**config.mk**
```make
export PLATFORM = sky130hd
export DESIGN_NAME = ma_stage_ctrl_flat
export DESIGN_NICKNAME = d
export VERILOG_FILES = /design/src/rtl/ma_pkg.sv /design/src/rtl/ma_stage_ctrl_if.sv /design/src/rtl/ma_out_reg.sv /design/src/rtl/ma_stage_ctrl.sv /design/src/flat_wrapper.sv
export SDC_FILE = /design/constraint.sdc
export NUM_CORES = 1
export LEC_CHECK = 0
export ABC_AREA = 1
export CAP_MARGIN = 20
export CORE_ASPECT_RATIO = 0.75
export CORE_MARGIN = 2
export CORE_UTILIZATION = 30
export CTS_BUF_LIST = sky130_fd_sc_hd__clkbuf_4 sky130_fd_sc_hd__clkbuf_8
export CTS_CLUSTER_DIAMETER = 30
export DETAILED_ROUTE_END_ITERATION = 12
export PLACE_DENSITY = 0.66
export SYNTH_ARGS = -nofsm -noshare
export SYNTH_HDL_FRONTEND = slang
export SYNTH_SLANG_ARGS = --single-unit
```
**constraint.sdc**
```tcl
create_clock -name clka -period 1.9 [get_ports clka]
set_clock_uncertainty 0.2 [all_clocks]
set_input_delay 0.38 -clock clka [delete_from_list [all_inputs] [get_ports clka]]
set_output_delay 0.38 -clock clka [all_outputs]
set_load 0.005 [all_outputs]
```
**src/rtl/ma_pkg.sv**
```systemverilog
// ma_pkg
// Shared definitions for the SimpleRISC memory-access stage controller:
// the FSM state encoding, pipeline field widths, and the MA/RW entry layout
// carried by the one-entry output register.
package ma_pkg;

  // Pipeline field widths
  localparam int RegIdxW = 4;
  localparam int DataW   = 32;

  // IDLE accepts new work; LD_WAIT parks the stage until DM answers a load
  typedef enum logic {
    IDLE    = 1'b0,
    LD_WAIT = 1'b1
  } state_t;

  // One MA/RW entry as presented to the RW stage
  typedef struct packed {
    logic [DataW-1:0]   ldresult;
    logic [DataW-1:0]   alu;
    logic [RegIdxW-1:0] rd;
    logic               wb;
    logic               isLd;
  } ma_entry_t;

endpackage

```
**src/rtl/ma_stage_ctrl_if.sv**
```systemverilog
// ma_stage_ctrl_if
// Bundles the three buses around the MA stage: the EX/MA input handshake,
// the data-memory port and the MA/RW output handshake, plus the sticky
// error flag.
//   slave  : the MA stage controller itself
//   master : the surroundings (EX stage, data memory, RW stage)
// Parameter N is the DM word-address width and must match the controller.
interface ma_stage_ctrl_if #(
  parameter int N = 7
);
  import ma_pkg::*;

  // EX/MA input side
  logic                in_valid;
  logic                in_ready;
  logic                in_is_ld;
  logic                in_is_st;
  logic [DataW-1:0]    in_addr;
  logic [DataW-1:0]    in_stdata;
  logic [DataW-1:0]    in_alu;
  logic [RegIdxW-1:0]  in_rd;
  logic                in_wb;

  // Data-memory port
  logic                dm_ena;
  logic                dm_wea;
  logic [N-1:0]        dm_addra;
  logic [DataW-1:0]    dm_dina;
  logic [DataW-1:0]    dm_douta;
  logic                dm_done;

  // MA/RW output side
  logic                out_valid;
  logic                out_ready;
  logic [DataW-1:0]    out_ldresult;
  logic [DataW-1:0]    out_alu;
  logic [RegIdxW-1:0]  out_rd;
  logic                out_wb;
  logic                out_is_ld;

  logic                err;

  modport slave (
    input  in_valid, in_is_ld, in_is_st, in_addr, in_stdata, in_alu, in_rd, in_wb,
    output in_ready,
    output dm_ena, dm_wea, dm_addra, dm_dina,
    input  dm_douta, dm_done,
    output out_valid, out_ldresult, out_alu, out_rd, out_wb, out_is_ld,
    input  out_ready,
    output err
  );

  modport master (
    output in_valid, in_is_ld, in_is_st, in_addr, in_stdata, in_alu, in_rd, in_wb,
    input  in_ready,
    input  dm_ena, dm_wea, dm_addra, dm_dina,
    output dm_douta, dm_done,
    input  out_valid, out_ldresult, out_alu, out_rd, out_wb, out_is_ld,
    output out_ready,
    input  err
  );

endinterface

```
**src/rtl/ma_out_reg.sv**
```systemverilog
// ma_out_reg
// One-entry valid/ready holding register between MA and RW.
// Ports:
//   clka, rst_n : clock and asynchronous active-low reset
//   load_i      : a new entry is written this cycle
//   entry_i     : the entry to write
//   ready_i     : RW consumes the current entry
//   valid_o     : an entry is being presented
//   entry_o     : the presented entry
module ma_out_reg
  import ma_pkg::*;
(
  input  logic      clka,
  input  logic      rst_n,
  input  logic      load_i,
  input  ma_entry_t entry_i,
  input  logic      ready_i,
  output logic      valid_o,
  output ma_entry_t entry_o
);

  logic      valid_q, valid_d;
  ma_entry_t entry_q, entry_d;

  // A load always wins, so a same-cycle consume plus reload keeps valid high
  // with the new data; otherwise a consume simply empties the slot.
  always_comb begin
    valid_d = valid_q;
    entry_d = entry_q;
    if (load_i) begin
      valid_d = 1'b1;
      entry_d = entry_i;
    end else if (ready_i) begin
      valid_d = 1'b0;
    end
  end

  always_ff @(posedge clka or negedge rst_n) begin
    if (!rst_n) begin
      valid_q <= 1'b0;
      entry_q <= '0;
    end else begin
      valid_q <= valid_d;
      entry_q <= entry_d;
    end
  end

  assign valid_o = valid_q;
  assign entry_o = entry_q;

endmodule

```
**src/rtl/ma_stage_ctrl.sv**
```systemverilog
// ma_stage_ctrl
// Memory-access stage controller of the SimpleRISC pipeline. Takes one
// instruction per EX/MA handshake, issues at most one DM access for it,
// waits for dm_done on loads and hands the result to RW through a one-entry
// output register. Malformed instructions, out-of-range addresses and load
// timeouts raise the sticky err flag.
// Ports:
//   clka  : clock, rising edge
//   rst_n : asynchronous active-low reset
//   bus   : slave side of ma_stage_ctrl_if (EX/MA in, DM port, MA/RW out, err)
// Parameters:
//   N       : DM word-address width
//   TIMEOUT : cycles to wait for dm_done after a load issue
module ma_stage_ctrl
  import ma_pkg::*;
#(
  parameter int N       = 7,
  parameter int TIMEOUT = 4
) (
  input  logic           clka,
  input  logic           rst_n,
  ma_stage_ctrl_if.slave bus
);

  localparam int                TimerW    = $clog2(TIMEOUT + 1);
  localparam logic [TimerW-1:0] TimerLast = TimerW'(TIMEOUT - 1);

  state_t             state_q, state_d;
  logic [TimerW-1:0]  timer_q, timer_d;
  logic               err_q, err_d;
  logic [DataW-1:0]   holdAlu_q;
  logic [RegIdxW-1:0] holdRd_q;
  logic               holdWb_q;

  logic      inReady, accept, isLoad, isStore, issue, addrHigh;
  logic      ldDone, ldTimeout, outValid, loadNew;
  ma_entry_t newEntry, outEntry;

  // Both opcode bits set is treated as a load, so the store decode excludes it
  assign isLoad    = bus.in_is_ld;
  assign isStore   = bus.in_is_st & ~bus.in_is_ld;
  assign inReady   = (state_q == IDLE) & (~outValid | bus.out_ready);
  assign accept    = bus.in_valid & inReady;
  assign issue     = accept & (isLoad | isStore);
  assign addrHigh  = |bus.in_addr[DataW-1:N+2];
  assign ldDone    = (state_q == LD_WAIT) & bus.dm_done;
  // The timer reaches TIMEOUT on the edge that closes this cycle
  assign ldTimeout = (state_q == LD_WAIT) & ~bus.dm_done & (timer_q == TimerLast);

  always_ff @(posedge clka or negedge rst_n) begin
    if (!rst_n) begin
      state_q <= IDLE;
    end else begin
      state_q <= state_d;
    end
  end

  always_comb begin
    state_d = state_q;
    unique case (state_q)
      IDLE:    if (accept && isLoad)       state_d = LD_WAIT;
      LD_WAIT: if (ldDone || ldTimeout)    state_d = IDLE;
      default:                             state_d = IDLE;
    endcase
  end

  // Output decode: DM strobes are purely combinational from the accept, and
  // the output register is fed either directly from EX (non-loads) or from
  // the holding registers once the load resolves.
  always_comb begin
    timer_d  = timer_q;
    err_d    = err_q;
    loadNew  = 1'b0;
    newEntry = '0;

    if (accept && isLoad) begin
      timer_d = '0;
    end else if (state_q == LD_WAIT) begin
      timer_d = timer_q + TimerW'(1);
    end

    if ((accept && bus.in_is_ld && bus.in_is_st) || (issue && addrHigh) || ldTimeout) begin
      err_d = 1'b1;
    end

    if (accept && !isLoad) begin
      loadNew       = 1'b1;
      newEntry.alu  = bus.in_alu;
      newEntry.rd   = bus.in_rd;
      newEntry.wb   = bus.in_wb;
    end else if (ldDone || ldTimeout) begin
      loadNew           = 1'b1;
      newEntry.ldresult = ldDone ? bus.dm_douta : '0;
      newEntry.alu      = holdAlu_q;
      newEntry.rd       = holdRd_q;
      newEntry.wb       = holdWb_q;
      newEntry.isLd     = 1'b1;
    end
  end

  always_ff @(posedge clka or negedge rst_n) begin
    if (!rst_n) begin
      timer_q   <= '0;
      err_q     <= 1'b0;
      holdAlu_q <= '0;
      holdRd_q  <= '0;
      holdWb_q  <= 1'b0;
    end else begin
      timer_q <= timer_d;
      err_q   <= err_d;
      if (accept && isLoad) begin
        holdAlu_q <= bus.in_alu;
        holdRd_q  <= bus.in_rd;
        holdWb_q  <= bus.in_wb;
      end
    end
  end

  ma_out_reg u_out_reg (
    .clka    (clka),
    .rst_n   (rst_n),
    .load_i  (loadNew),
    .entry_i (newEntry),
    .ready_i (bus.out_ready),
    .valid_o (outValid),
    .entry_o (outEntry)
  );

  assign bus.in_ready     = inReady;
  assign bus.dm_ena       = issue;
  assign bus.dm_wea       = accept & isStore;
  assign bus.dm_addra     = issue ? bus.in_addr[N+1:2] : '0;
  assign bus.dm_dina      = (accept && isStore) ? bus.in_stdata : '0;
  assign bus.out_valid    = outValid;
  assign bus.out_ldresult = outEntry.ldresult;
  assign bus.out_alu      = outEntry.alu;
  assign bus.out_rd       = outEntry.rd;
  assign bus.out_wb       = outEntry.wb;
  assign bus.out_is_ld    = outEntry.isLd;
  assign bus.err          = err_q;

endmodule

```
**src/flat_wrapper.sv**
```systemverilog
// flat-port wrapper written by rule: the top's interface ports become plain ports
module ma_stage_ctrl_flat import ma_pkg::*;
#(
  parameter int N       = 7,
  parameter int TIMEOUT = 4
)
  (clka, rst_n, bus_in_valid, bus_in_is_ld, bus_in_is_st, bus_in_addr, bus_in_stdata, bus_in_alu, bus_in_rd, bus_in_wb, bus_in_ready, bus_dm_ena, bus_dm_wea, bus_dm_addra, bus_dm_dina, bus_dm_douta, bus_dm_done, bus_out_valid, bus_out_ldresult, bus_out_alu, bus_out_rd, bus_out_wb, bus_out_is_ld, bus_out_ready, bus_err);
  ma_stage_ctrl_if #(.N(N)) bus_i ();
  input  logic clka;
  input  logic rst_n;
  input wire logic [$bits(bus_i.in_valid)-1:0] bus_in_valid;
  input wire logic [$bits(bus_i.in_is_ld)-1:0] bus_in_is_ld;
  input wire logic [$bits(bus_i.in_is_st)-1:0] bus_in_is_st;
  input wire logic [$bits(bus_i.in_addr)-1:0] bus_in_addr;
  input wire logic [$bits(bus_i.in_stdata)-1:0] bus_in_stdata;
  input wire logic [$bits(bus_i.in_alu)-1:0] bus_in_alu;
  input wire logic [$bits(bus_i.in_rd)-1:0] bus_in_rd;
  input wire logic [$bits(bus_i.in_wb)-1:0] bus_in_wb;
  output wire logic [$bits(bus_i.in_ready)-1:0] bus_in_ready;
  output wire logic [$bits(bus_i.dm_ena)-1:0] bus_dm_ena;
  output wire logic [$bits(bus_i.dm_wea)-1:0] bus_dm_wea;
  output wire logic [$bits(bus_i.dm_addra)-1:0] bus_dm_addra;
  output wire logic [$bits(bus_i.dm_dina)-1:0] bus_dm_dina;
  input wire logic [$bits(bus_i.dm_douta)-1:0] bus_dm_douta;
  input wire logic [$bits(bus_i.dm_done)-1:0] bus_dm_done;
  output wire logic [$bits(bus_i.out_valid)-1:0] bus_out_valid;
  output wire logic [$bits(bus_i.out_ldresult)-1:0] bus_out_ldresult;
  output wire logic [$bits(bus_i.out_alu)-1:0] bus_out_alu;
  output wire logic [$bits(bus_i.out_rd)-1:0] bus_out_rd;
  output wire logic [$bits(bus_i.out_wb)-1:0] bus_out_wb;
  output wire logic [$bits(bus_i.out_is_ld)-1:0] bus_out_is_ld;
  input wire logic [$bits(bus_i.out_ready)-1:0] bus_out_ready;
  output wire logic [$bits(bus_i.err)-1:0] bus_err;
  assign bus_i.in_valid = bus_in_valid;
  assign bus_i.in_is_ld = bus_in_is_ld;
  assign bus_i.in_is_st = bus_in_is_st;
  assign bus_i.in_addr = bus_in_addr;
  assign bus_i.in_stdata = bus_in_stdata;
  assign bus_i.in_alu = bus_in_alu;
  assign bus_i.in_rd = bus_in_rd;
  assign bus_i.in_wb = bus_in_wb;
  assign bus_in_ready = bus_i.in_ready;
  assign bus_dm_ena = bus_i.dm_ena;
  assign bus_dm_wea = bus_i.dm_wea;
  assign bus_dm_addra = bus_i.dm_addra;
  assign bus_dm_dina = bus_i.dm_dina;
  assign bus_i.dm_douta = bus_dm_douta;
  assign bus_i.dm_done = bus_dm_done;
  assign bus_out_valid = bus_i.out_valid;
  assign bus_out_ldresult = bus_i.out_ldresult;
  assign bus_out_alu = bus_i.out_alu;
  assign bus_out_rd = bus_i.out_rd;
  assign bus_out_wb = bus_i.out_wb;
  assign bus_out_is_ld = bus_i.out_is_ld;
  assign bus_i.out_ready = bus_out_ready;
  assign bus_err = bus_i.err;
  ma_stage_ctrl #(.N(N), .TIMEOUT(TIMEOUT)) u_core (.clka(clka), .rst_n(rst_n), .bus(bus_i));
endmodule
```
======== Yosys cells after proc, flatten, opt, wreduce, memory -nomap -nowiden ========
Index checks and enable logic that the tools add are counted.
W data, S select, Z words.
word-level totals
  flip-flop bits (word level) ............. 113
  input port bits ......................... 140
  output and inout bits ................... 114
  logic and storage cells ................. 56
cells by class
  $add $sub $neg .......................... 1
  eq/ne operators ......................... 1
  multiplexer cells ....................... 16
  bitwise operators ....................... 14
  reduce and logical (&&, ||, !) cells .... 12
operators by type and width
  cell                   number
  $mux W32               3
  $mux W70               1
  $mux W37               1
  $reduce_or A23 Y1      1
  $and A1 B1 Y1          8
  $mux W1                7
  $mux W7                1
  $mux W3                2
  $logic_and A1 B1 Y1    5
  $not A1 Y1             4
  $reduce_bool A2 Y1     2
  $add A3 B1 Y3 const B  1
  $eq A3 B2 Y1 const B   1
  $logic_or A1 B1 Y1     3
  $or A1 B1 Y1           2
  $pmux W1 S2            1
  $logic_not A1 Y1       1

======== Depth between registers and ports, before layout ========
  depth in word-level cells ............... 8
  gate-level depth with buffers ........... 8
  gate-level depth less buffers ........... 7

======== Modules after synthesis ========
A second synthesis with hierarchy kept.
second synthesis, totals
  cells, all modules ...................... 744
  area, all modules ....................... 5510.3 um^2
modules (own cells, without submodules)
  module         instances  cells each  area each (um^2)  seq. area each (um^2)
  ma_stage_ctrl  1          444         2801.4            1051.0
  ma_out_reg     1          300         2708.8            1776.7

======== Least setup slack after synthesis ========
OpenSTA, ideal clock, no wires.
  path type ............................... flip-flop to output port
  start point ............................. register u_core.u_out_reg.valid_q (netlist: u_core.u_out_reg.valid_o)
  end point ............................... output bus_dm_dina[10]
  arrival time ............................ 1092 ps
  path slack .............................. 228 ps
  cell stages (with the launch flop) ...... 7
  cell sequence ........................... dfrtp_1 nand2_2 nand4_4 nor2_4 inv_2 buf_6 nor2_1
between the ends
  cells in the longest elaborated chain, start to end .. 6
ends and longest elaborated chain
  what                    line                  RTL
  start, declared         ma_out_reg.sv:22      logic valid_q, valid_d;
  start signal, assigned  ma_out_reg.sv:43      valid_q <= valid_d;
  $not A1 Y1              ma_stage_ctrl.sv:42   assign inReady = (state_q == IDLE) & (~outValid | bus.out_ready);
  $or A1 B1 Y1            ma_stage_ctrl.sv:42
  $and A1 B1 Y1           ma_stage_ctrl.sv:42
  $and A1 B1 Y1           ma_stage_ctrl.sv:43   assign accept = bus.in_valid & inReady;
  $logic_and A1 B1 Y1     ma_stage_ctrl.sv:133  assign bus.dm_dina = (accept && isStore) ? bus.in_stdata : '0;
  $mux W32                ma_stage_ctrl.sv:133
  end, declared           flat_wrapper.sv:23    output wire logic [$bits(bus_i.dm_dina)-1:0] bus_dm_dina;
No other way between the ends.

======== Worst setup path after layout ========
  start point ............................. register u_core.state_q
  end point ............................... output bus_dm_ena
between the ends
  cells in the longest elaborated chain, start to end .. 4
ends and longest elaborated chain
  what                    line                 RTL
  start, declared         ma_stage_ctrl.sv:28  state_t state_q, state_d;
  start signal, assigned  ma_stage_ctrl.sv:54  state_q <= state_d;
  $not A1 Y1              ma_stage_ctrl.sv:42
  $and A1 B1 Y1           ma_stage_ctrl.sv:42
  $and A1 B1 Y1           ma_stage_ctrl.sv:43
  $and A1 B1 Y1           ma_stage_ctrl.sv:44  assign issue = accept & (isLoad | isStore);
  end, declared           flat_wrapper.sv:20   output wire logic [$bits(bus_i.dm_ena)-1:0] bus_dm_ena;
No other way between the ends.

==> results.json <==
{
  "grt_usage": 0.194,
  "cp_max_fo": 5,
  "drt-pass1-iter-count": 4,
  "cp-start-kind": "flop",
  "vias": 5440,
  "coreArea_sq_um": 17600,
  "synth_cell_types": 23,
  "final_util": 0.507,
  "drtAntennaViolNets": 0,
  "wire_per_inst_um": 15.4,
  "cts.sinks": 113,
  "drc": 0,
  "cts_root_buf": "clkbuf_8",
  "htree_levels": 4,
  "setup_ws_ns": -0.388,
  "grt_max_degree": 40,
  "max-clock-path-buffers": 2,
  "place.gp.congestion": 0.768,
  "avgSynthCellArea_sq_um": 8.23,
  "yosysSeqAreaShare": 0.530,
  "rows": 42,
  "synth_seq_cells": 113,
  "power.density_nw_per_um2": 1260,
  "place_area_sq_um": 8190,
  "cts_made_buffers": 17,
  "fmax_ghz": 0.437,
  "nNetsFinal": 1083,
  "rsz0062_at_grt": "yes",
  "cp.arrival_ns": 1.71,
  "worstReg2RegStart": "u_core.timer_q[0]$_DFFE_PN0P_",
  "hold_class": "in2async",
  "violations": "negative setup slack",
  "finalSetupViolCount": 42,
  "fin_tns_setup_ns": -15.01,
  "antenna_found_initial": 0,
  "antenna_cells": 0,
  "hold-worst-slack_ns": 0.197,
  "worstSkewPairLatency_ns": 0.44,
  "cts_tree": "done",
  "dpl_worst_slack_ns": -0.841,
  "grt_pass1_vias": 5333,
  "hold_viol_final": 0,
  "port_buffers": 251,
  "synth_fp_nets": 791,
  "die_h_um": 120,
  "grt_overflow": 0,
  "via_per_inst": 4.56,
  "design.portCount": 254,
  "grt_pass1_wl_um": 27900,
  "irDropWorstVdd_mv": 0.478,
  "clkTransAtPathRegs_ns": 0.07,
  "drive_above_1_share": 0.193,
  "die_w_um": 158,
  "fp.dieArea_sq_um": 18900,
  "slew_headroom": 0.697,
  "synth.cell_area_sq_um": 5340,
  "syn_inst": 649,
  "run_status": "finished, violations left",
  "design_area_sq_um": 8900,
  "path_class": "reg2out",
  "syn_to_final_growth_pct": 66.6,
  "start_util": 0.304,
  "drtIter0Drc": 385,
  "period_share": 1.20,
  "worstPathRequired_ns": 1.32,
  "slew_viol_final": 0,
  "wl_um": 18400,
  "power.leakage_nw": 4.74,
  "dp_hpwl_um": 12000,
  "cap_violations": 0,
  "end_kind": "output port",
  "worst_pin_slew_ns": 0.454,
  "fin_crit_ns": 2.29,
  "yosys_warnings": 0,
  "crit_path_start": "u_core.state_q$_DFF_PN0_"
}
-- per-layer routing --
| metal | vias to the layer above | GRT usage | share of wire |
|---|---|---|---|
| li1 | 2669 | - | - |
| met3 | 28 | 0.0607 | 0.082 |
| met1 | 2515 | 0.248 | 0.43 |
| met4 | 0 | 0.0771 | 0.021 |
| met5 | - | 0 | 0 |
| met2 | 228 | 0.307 | 0.47 |
-- cell families (layout without fill, tap and decap cells) --
| logic type | Yosys count | count (layout) | synth area share |
|---|---|---|---|
| AOI/OAI and AO/OA | 6 | 6 | 0.0103 |
| xor gates and xnor gates | 1 | 1 | 0.00164 |
| adders and majority gates | 2 | 2 | 0.00469 |
| buffers and inverters | 91 | 393 | 0.0911 |
| DFF | 113 | 113 | 0.530 |
| and+or+nand+nor | 436 | 436 | 0.363 |
-- path summary, 6_finish.rpt --
check / to / slack [ns] / cells after the start
max: bus_dm_ena / -0.39 / 7
min: u_core.u_out_reg.entry_o[6]$_DFFE_PN0P_ / 0.20 / 2
max reg2reg: u_core.u_out_reg.entry_o[31]$_DFFE_PN0P_ / 0.11 / 7
min reg2reg: u_core.u_out_reg.entry_o[44]$_DFFE_PN0P_ / 0.26 / 2
max in group asynchronous: u_core.u_out_reg.entry_o[26]$_DFFE_PN0P_ / 0.72 / 3
min in group clka: u_core.u_out_reg.entry_o[34]$_DFFE_PN0P_ / 0.24 / 4
-- timing repair --
item / CTS / global route
hold endpoints to repair: 94 / 0
pin swaps: 4 / 3
endpoints found under the setup margin: 105 / 90
resized for setup: 272 / 45
hold buffers: 1 / 0
setup buffers: 24 / 5
cloned: 3 / 2
-- layout make-up --
class,instances,area (sq um)
multi-input cells,445,2190
well taps,242,303
clock buffers,23,304
inverters,46,191
flip-flops and latches,113,2830
fillers,1677,8650
repair buffers,316,3000
repair inverters,2,27.5
clock inverters,6,57.6
-- state kept, by name, summed over array words and instances, names as in the netlist --
register and count:
u_core.state_q 1, u_core.holdWb_q 1, u_core.u_out_reg.entry_o 70, u_core.holdAlu_q 32, u_core.timer_q 3, u_core.bus.err 1, u_core.holdRd_q 4, u_core.u_out_reg.valid_o 1
-- where the power goes --
group	total, mW	internal (mW)	switching [mW]
clock	2.13	1.17	0.961
sequential	4.11	3.54	0.572
combinational	4.97	2.55	2.42
total	11.2	7.26	3.95
-- cells in the mapped netlist, drive strengths merged --
master	instances	area, sq um
clkbuf	8	30.0
nand2	232	873
ha	2	25.0
nand3	107	536
o21bai	1	7.51
o21ai	4	31.3
inv	46	173
xor2	1	8.76
nor3b	7	52.6
nor2	51	201
buf	37	284
nand4	39	274
dfrtp	113	2830
a21oi	1	16.3
-- critical path: stages (launching register included) --
cell and delay (ns):
dfrtp_2 0.41, buf_4 0.14, a21oi_4 0.14, nand2_4 0.12, buf_6 0.14, buf_4 0.13
nor2_4 0.07, buf_2 0.11
-- per-stage QoR --
step / total power [mW] / std cells
5_1_grt: 12.0 / 1193
3_3_place_gp: 8.79 / 1131
4_1_cts: 11.2 / 1188
2_1_floorplan: 6.28 / 649
6_report: 11.2 / 1193
3_5_place_dp: 8.89 / 1131
-- placed cells by master (no fill, tap or decap), types with 21 or more instances in the layout --
cell type        count
buf_4               42
inv_1               40
clkdlybuf4s50_1    133
nand4_1             37
nand3_1            107
clkbuf_8            21
dlygate4sd2_1       60
nor2_1              27
nand2_1            230
dfrtp_1            112
buf_2               40
Note: power is estimated with default switching activity, not from simulation.
